### src/rtl/updown_counter_if.sv
// Control and status bundle for updown_counter; the master drives commands,
// the slave (the counter) returns the count and boundary flags.
interface updown_counter_if #(
  parameter int WIDTH = 8
);
  logic             clear;
  logic             load;
  logic [WIDTH-1:0] load_value;
  logic             enable;
  logic             dir;
  logic [WIDTH-1:0] out;
  logic             overflow;
  logic             underflow;
  logic             at_max;
  logic             at_zero;

  modport master (
    output clear, load, load_value, enable, dir,
    input  out, overflow, underflow, at_max, at_zero
  );

  modport slave (
    input  clear, load, load_value, enable, dir,
    output out, overflow, underflow, at_max, at_zero
  );
endinterface

### src/rtl/updown_counter.sv
// Up/down counter with programmable modulus (MAX_VALUE+1), wrap or saturate,
// clear, clamped parallel load and registered overflow/underflow pulses.
module updown_counter #(
  parameter int               WIDTH       = 8,
  parameter logic [WIDTH-1:0] MAX_VALUE   = {WIDTH{1'b1}},
  parameter bit               SATURATE    = 1'b0,
  parameter logic [WIDTH-1:0] RESET_VALUE = '0
) (
  input  logic              clk,
  input  logic              reset,
  updown_counter_if.slave   bus
);

  logic [WIDTH-1:0] count;
  logic             overflow;
  logic             underflow;
  logic             top;
  logic             bottom;

  assign top    = (count == MAX_VALUE);
  assign bottom = (count == '0);

  always_ff @(posedge clk) begin
    if (reset || bus.clear) begin
      count     <= RESET_VALUE;
      overflow  <= 1'b0;
      underflow <= 1'b0;
    end else if (bus.load) begin
      // Out-of-range loads clamp to the terminal count rather than wrapping.
      count     <= (bus.load_value > MAX_VALUE) ? MAX_VALUE : bus.load_value;
      overflow  <= 1'b0;
      underflow <= 1'b0;
    end else if (bus.enable && bus.dir) begin
      overflow  <= top;
      underflow <= 1'b0;
      if (!top)          count <= count + WIDTH'(1);
      else if (!SATURATE) count <= '0;
    end else if (bus.enable) begin
      overflow  <= 1'b0;
      underflow <= bottom;
      if (!bottom)       count <= count - WIDTH'(1);
      else if (!SATURATE) count <= MAX_VALUE;
    end else begin
      overflow  <= 1'b0;
      underflow <= 1'b0;
    end
  end

  assign bus.out       = count;
  assign bus.overflow  = overflow;
  assign bus.underflow = underflow;
  assign bus.at_max    = top;
  assign bus.at_zero   = bottom;

endmodule

### src/flat_wrapper.sv
// flat-port wrapper written by rule: the top's interface ports become plain ports
module updown_counter_flat 
#(
  parameter int               WIDTH       = 8,
  parameter logic [WIDTH-1:0] MAX_VALUE   = {WIDTH{1'b1}},
  parameter bit               SATURATE    = 1'b0,
  parameter logic [WIDTH-1:0] RESET_VALUE = '0
)
  (clk, reset, bus_clear, bus_load, bus_load_value, bus_enable, bus_dir, bus_out, bus_overflow, bus_underflow, bus_at_max, bus_at_zero);
  updown_counter_if #(.WIDTH(WIDTH)) bus_i ();
  input  logic clk;
  input  logic reset;
  input wire logic [$bits(bus_i.clear)-1:0] bus_clear;
  input wire logic [$bits(bus_i.load)-1:0] bus_load;
  input wire logic [$bits(bus_i.load_value)-1:0] bus_load_value;
  input wire logic [$bits(bus_i.enable)-1:0] bus_enable;
  input wire logic [$bits(bus_i.dir)-1:0] bus_dir;
  output wire logic [$bits(bus_i.out)-1:0] bus_out;
  output wire logic [$bits(bus_i.overflow)-1:0] bus_overflow;
  output wire logic [$bits(bus_i.underflow)-1:0] bus_underflow;
  output wire logic [$bits(bus_i.at_max)-1:0] bus_at_max;
  output wire logic [$bits(bus_i.at_zero)-1:0] bus_at_zero;
  assign bus_i.clear = bus_clear;
  assign bus_i.load = bus_load;
  assign bus_i.load_value = bus_load_value;
  assign bus_i.enable = bus_enable;
  assign bus_i.dir = bus_dir;
  assign bus_out = bus_i.out;
  assign bus_overflow = bus_i.overflow;
  assign bus_underflow = bus_i.underflow;
  assign bus_at_max = bus_i.at_max;
  assign bus_at_zero = bus_i.at_zero;
  updown_counter #(.WIDTH(WIDTH), .MAX_VALUE(MAX_VALUE), .SATURATE(SATURATE), .RESET_VALUE(RESET_VALUE)) u_core (.clk(clk), .reset(reset), .bus(bus_i));
endmodule
### config.mk
export PLATFORM = sky130hd
export DESIGN_NAME = updown_counter_flat
export DESIGN_NICKNAME = d
export VERILOG_FILES = /design/src/rtl/updown_counter_if.sv /design/src/rtl/updown_counter.sv /design/src/flat_wrapper.sv
export SDC_FILE = /design/constraint.sdc
export NUM_CORES = 1
export LEC_CHECK = 0
export CAP_MARGIN = 20
export CORE_ASPECT_RATIO = 1.2
export CORE_UTILIZATION = 29
export CTS_BUF_LIST = sky130_fd_sc_hd__clkbuf_4 sky130_fd_sc_hd__clkbuf_8
export CTS_CLUSTER_DIAMETER = 60
export DETAILED_ROUTE_END_ITERATION = 8
export GPL_ROUTABILITY_DRIVEN = 0
export PLACE_DENSITY_LB_ADDON = 0.15
export SLEW_MARGIN = 5
export SYNTH_ARGS = -nofsm -noshare
export SYNTH_HDL_FRONTEND = slang
export SYNTH_SLANG_ARGS = --single-unit
### constraint.sdc
create_clock -name clk -period 2.15 [get_ports clk]
set_input_delay 0.645 -clock clk [delete_from_list [all_inputs] [get_ports clk]]
set_output_delay 0.645 -clock clk [all_outputs]
set_load 0.005 [all_outputs]
== Word level (Yosys, flattened, before mapping) ==
Index checks and enable logic that the tools add are counted.

* Bits in registers: 10
* Bits of input ports: 14
* Output and inout port bits: 12
* Word-level logic and storage cells: 21

* $add $sub $neg: 2
* $lt $le $gt $ge: 1
* Eq/ne operators: 1
* Mux-type cells: 6
* Bitwise logic cells: 2
* Reductions and logical operators: 6

{| class="wikitable"
|+ Operator list
! operator !! number
|-
| $mux 8 || 6
|-
| $add 8x1->8 const B || 1
|-
| $eq 8x8->1 const B || 1
|-
| $gt 8x8->1 const B || 1
|-
| $logic_not 8->1 || 1
|-
| $sub 8x1->8 const B || 1
|-
| $reduce_or 4->1 || 1
|-
| $reduce_bool 3->1 || 1
|-
| $reduce_or 3->1 || 1
|-
| $not 1->1 || 2
|-
| $logic_and 1x1->1 || 1
|-
| $logic_or 1x1->1 || 1
|}

== Depth between registers and ports, before layout ==
* Depth in word-level cells: 5
* Depth in mapped cells: 6
* Mapped depth without buffers: 6

== Least setup slack after synthesis ==
OpenSTA, ideal clock, no wires.

* Path kind: register to output
* Start point: register u_core.count[0] (netlist: u_core.bus.out[0])
* End point: output bus_at_zero
* Arrival time: 1263 ps
* Data required time: 1505 ps
* Slack: 242 ps
* Stages on the path, launching flop included: 5
* Buffers on the path: 0
* Cell sequence: dfxtp_1 -> inv_1 -> ha_1 -> or4b_4 -> nor2_2

* Longest elaborated chain between the ends: 1

{| class="wikitable"
|+ RTL lines
! element !! line !! text
|-
| start: declaration || updown_counter.sv:14 || <nowiki>logic [WIDTH-1:0] count;</nowiki>
|-
| start signal: assignment || updown_counter.sv:30 || <nowiki>count <= (bus.load_value > MAX_VALUE) ? MAX_VALUE : bus.load_value;</nowiki>
|-
| start signal: assignment || updown_counter.sv:36 || <nowiki>if (!top) count <= count + WIDTH'(1);</nowiki>
|-
| start signal: assignment || updown_counter.sv:41 || <nowiki>if (!bottom) count <= count - WIDTH'(1);</nowiki>
|-
| $logic_not 8->1 || updown_counter.sv:21 || <nowiki>assign bottom = (count == '0);</nowiki>
|-
| end: declaration || flat_wrapper.sv:22 || <nowiki>output wire logic [$bits(bus_i.at_zero)-1:0] bus_at_zero;</nowiki>
|}

No other way between the ends.

== Final worst setup path ==
* Start point: register u_core.count[1] (netlist: u_core.bus.out[1])
* End point: output bus_at_zero

Same word-level chain as after synthesis.

==> results.md <==
- The run finished, with violations left.
- The final reports fail on negative setup slack.
- The final antenna diode count is 0.
- Counting every sink on the clock net gives 10.
- Setup violations remaining at the end of the flow were counted as 1.
- The layout-stage area growth over the synthesis result is 53.6%.
- Of the cells placed in the final design, the portion with a size suffix greater than 1 is 0.275.
- Clock skew on the completed layout was measured at 7.84 ps.
- The launching element type of the critical path is a flip-flop.
- The worst min-delay path class is flip-flop to flip-flop.
- The number of levels the H-tree was split into is 1.
- The sequential element share of the synthesized area is 0.223.
- The TritonCTS clock tree is yes.
- In the routed design, unresolved DRC markers number 0.
- Of all flip-flops after synthesis, the portion carrying an async set or reset was 0.
- The die covers 3320 µm².
- The maximum VDD drop is about 0.00028 V.
- The tightest hold path in the finished design has a slack of just over 700 ps.
- For the pin with the worst max-slew slack, the measured transition is around 300 ps.
- After filler insertion, the fill cell instance count of the layout stands at 294.
- The number of antenna violations at the first check in global routing is 0.
- The routed via count is 1,050.
- In the synthesized netlist the dominant register cell turns out to be sky130_fd_sc_hd__dfxtp_1.
- The wire-length estimate of the detail-placed layout is between 2000 and 2500 µm.
- Across all setup checks in the final design, the least slack found is -5.79 ps.
- The number of routed nets with antenna violations is 0.
- The highest fanout seen on the critical path is 2.
- In the final routed layout, each cell accounts on average for ~15 µm.
- The final global-route overflow total is 0.
- The signal on the critical path passes through inv_2 > ha_4 > or4b_4 > nor2_4 > buf_2.
- The multi-input logic area is approximately 660 µm².
- Setup repair after global routing could not meet its margin everywhere.
- The number of global-route vias before repair is 994.
- After layout, the minimum clock period comes to around 2200 ps.
- The tree is rooted in a sky130_fd_sc_hd__clkbuf_4.
- The worst endpoint data arrival time is 1510 ps.
- The via count normalized by instance count is approximately 5.4.
- Data on the critical path is required at its endpoint by 1500 ps.
- The leakage power figure is 0.518 nW.
- After clock tree synthesis, the clock-pin slew on the worst setup and hold paths is roughly 70 ps.
- The synthesized instance count is 116.
- In this run, synthesis produced a sequential element count of 10.
- The top cell types in the final layout, fill and taps aside, are sky130_fd_sc_hd__buf_4, sky130_fd_sc_hd__clkdlybuf4s50_1, sky130_fd_sc_hd__a21oi_1.
- The filler-free cell count of the finished design is 194.
- The fmax is about 0.46 GHz.
- For this configuration, the core starts out at a cell density of 0.313.
- The buffering stage count on the worst path with inverters included is 2.
- For the final routed database, the setup TNS stands at -5.79 ps.
- The number of maximum-capacitance violations is 0.
- The number of buffers inserted by hold repair at cts is 0.
- The number of iterations in the first detailed-routing pass is 4.
- Input and output buffers added on the ports amount to 25.
- The library cell used most frequently in the layout, excluding fill and tap cells, is sky130_fd_sc_hd__buf_4.
- The total of warnings raised by yosys is 0.
- The clock latency reported for the late side of the worst-skew pair is 270 ps.
- The clock passes through at most 2 buffers.
- The core region is 2860 µm².
- The cell total after placement is 191.
- The number of distinct library cells after synthesis is 45.
- The remaining max-slew budget at the tightest pin is 0.800.
- The delay of the slowest cell on the worst path is roughly 480 ps.
- The overall fraction of global-route tracks in use is 0.197.
- The first global-routing pass estimated 4750 µm of wire.
- The endpoint kind of the worst setup timing path is an output pin.
- The setup fix buffers added after clock tree synthesis is 0.
- The fraction of the cycle the final worst path needs is 1.00.
- The y dimension of the die is 62.9 µm.
- The total count of hold-check failures in the final report came to 0.
- The number of synthesized flops with an enable pin is 0.
- The layout net count is 179.
- The slowest cell on the critical path is sky130_fd_sc_hd__or4b_4.
- Entering global routing, the biggest net connects 16 pins.
- After the first detailed-routing iteration, the DRC count stood at 30.
- Pin placement for this block handled 26 I/O pins.
- The category of the most critical setup path is flip-flop to output pin.
- The max-slew violation count came to 0.
- The initialized floorplan defines 21 standard-cell rows.
- The sequential cells in the finished layout cover a total of between 200 and 250 µm².
- The sum of routed wire length over all layers is 2840 µm.
- The cell family contributing the most delay on the critical path is simple AND/OR/NAND/NOR gates.
- The x dimension of the die is approximately 53 µm.
- The netlist area before placement is 896 µm².
- The number of buffers inserted during clock tree synthesis is 3.
- The number of nets handed over by synthesis was 133.
- Power spread over the standard cell area amounts to ~400 nW/µm².
- The average cell area after synthesis is 7.72 µm².
what timing repair did:
item | CTS | global route
resized for setup | 14 | 2
endpoints found under the setup margin | 2 | 2
pin swaps | 2 | 1
tightest hold or removal path, cell delays in order (launching register included):
cell,delay [ps]
sky130_fd_sc_hd__dfxtp_1,350
sky130_fd_sc_hd__buf_4,160
sky130_fd_sc_hd__o211ai_1,70
sky130_fd_sc_hd__a311oi_1,80
logic make-up (layout without fill, tap and decap cells):
logic type,after synthesis,in the layout,synth area share
compound gates,34,34,0.279
buf+inv,14,58,0.0642
flops,10,10,0.223
fa+ha+maj,3,3,0.0419
mux,1,1,0.0112
simple gates,49,49,0.331
xor+xnor,5,5,0.0489
sequential cells by signal, summed over array words and instances (netlist names):
name                  count
u_core.bus.underflow      1
u_core.bus.out            8
u_core.bus.overflow       1
power by group:
part	internal [mW]	total [mW]	switching, mW
Sequential	0.193	0.199	0.00595
Clock	0.0649	0.136	0.0714
Combinational	0.115	0.213	0.0977
Total	0.373	0.548	0.175
path summary, 6_finish.rpt:
check                    startpoint                end  slack (ps)  depth (start not counted)
setup / recovery  u_core.bus.out[1]        bus_at_zero          -6                          5
hold / removal    u_core.bus.out[6]  u_core.bus.out[6]         710                          3
setup reg to reg  u_core.bus.out[1]  u_core.bus.out[4]         390                          7
hold reg to reg   u_core.bus.out[6]  u_core.bus.out[6]         710                          3
metrics by stage:
step | power, mW | setup slack [ps] | util | cell area (µm²)
after floorplan | 0.307 | 242 | - | 896
after global placement | 0.409 | -96.5 | 0.467 | 1340
after detailed placement | 0.411 | -150 | 0.467 | 1340
after CTS | 0.554 | -30.2 | 0.482 | 1380
after global routing | 0.583 | -54.9 | 0.481 | 1380
final | 0.548 | -5.79 | 0.481 | 1380
per-layer routing:
| layer | wire length [µm] | vias up | global-route usage |
|---|---|---|---|
| met1 | 1180 | 496 | 0.239 |
| li1 | - | 525 | - |
| met3 | 124 | 5 | 0.0341 |
| met5 | 0 | - | 0 |
| met4 | 43 | 0 | 0.0691 |
| met2 | 1480 | 24 | 0.334 |
layout make-up:
| cell class | instances | share of cell area |
|---|---|---|
| Sequential cell | 10 | 0.147 |
| Timing Repair Buffer | 50 | 0.314 |
| Tap cell | 34 | 0.0309 |
| Inverter | 5 | 0.0136 |
| Clock buffer | 3 | 0.0164 |
| Multi-Input combinational cell | 92 | 0.478 |
Yosys cell counts (2+ instances only):
cell type,instances,area (µm²)
sky130_fd_sc_hd__a211oi_1,3,22.5
sky130_fd_sc_hd__a21oi_1,10,50.1
sky130_fd_sc_hd__a31oi_1,2,12.5
sky130_fd_sc_hd__and2_1,5,31.3
sky130_fd_sc_hd__and3_1,2,12.5
sky130_fd_sc_hd__buf_2,4,20.0
sky130_fd_sc_hd__clkbuf_1,4,15.0
sky130_fd_sc_hd__dfxtp_1,10,200
sky130_fd_sc_hd__ha_1,3,37.5
sky130_fd_sc_hd__inv_1,5,18.8
sky130_fd_sc_hd__nand2_1,6,22.5
sky130_fd_sc_hd__nand2b_1,2,12.5
sky130_fd_sc_hd__nand3_1,5,25.0
sky130_fd_sc_hd__nand4_1,2,12.5
sky130_fd_sc_hd__nor2_1,5,18.8
sky130_fd_sc_hd__nor2b_1,4,25.0
sky130_fd_sc_hd__nor3_1,4,20.0
sky130_fd_sc_hd__nor3b_1,4,30.0
sky130_fd_sc_hd__o211ai_1,6,45.0
sky130_fd_sc_hd__or3_1,2,12.5
sky130_fd_sc_hd__xnor2_1,4,35.0
Note: power is estimated with default switching activity, not from simulation.
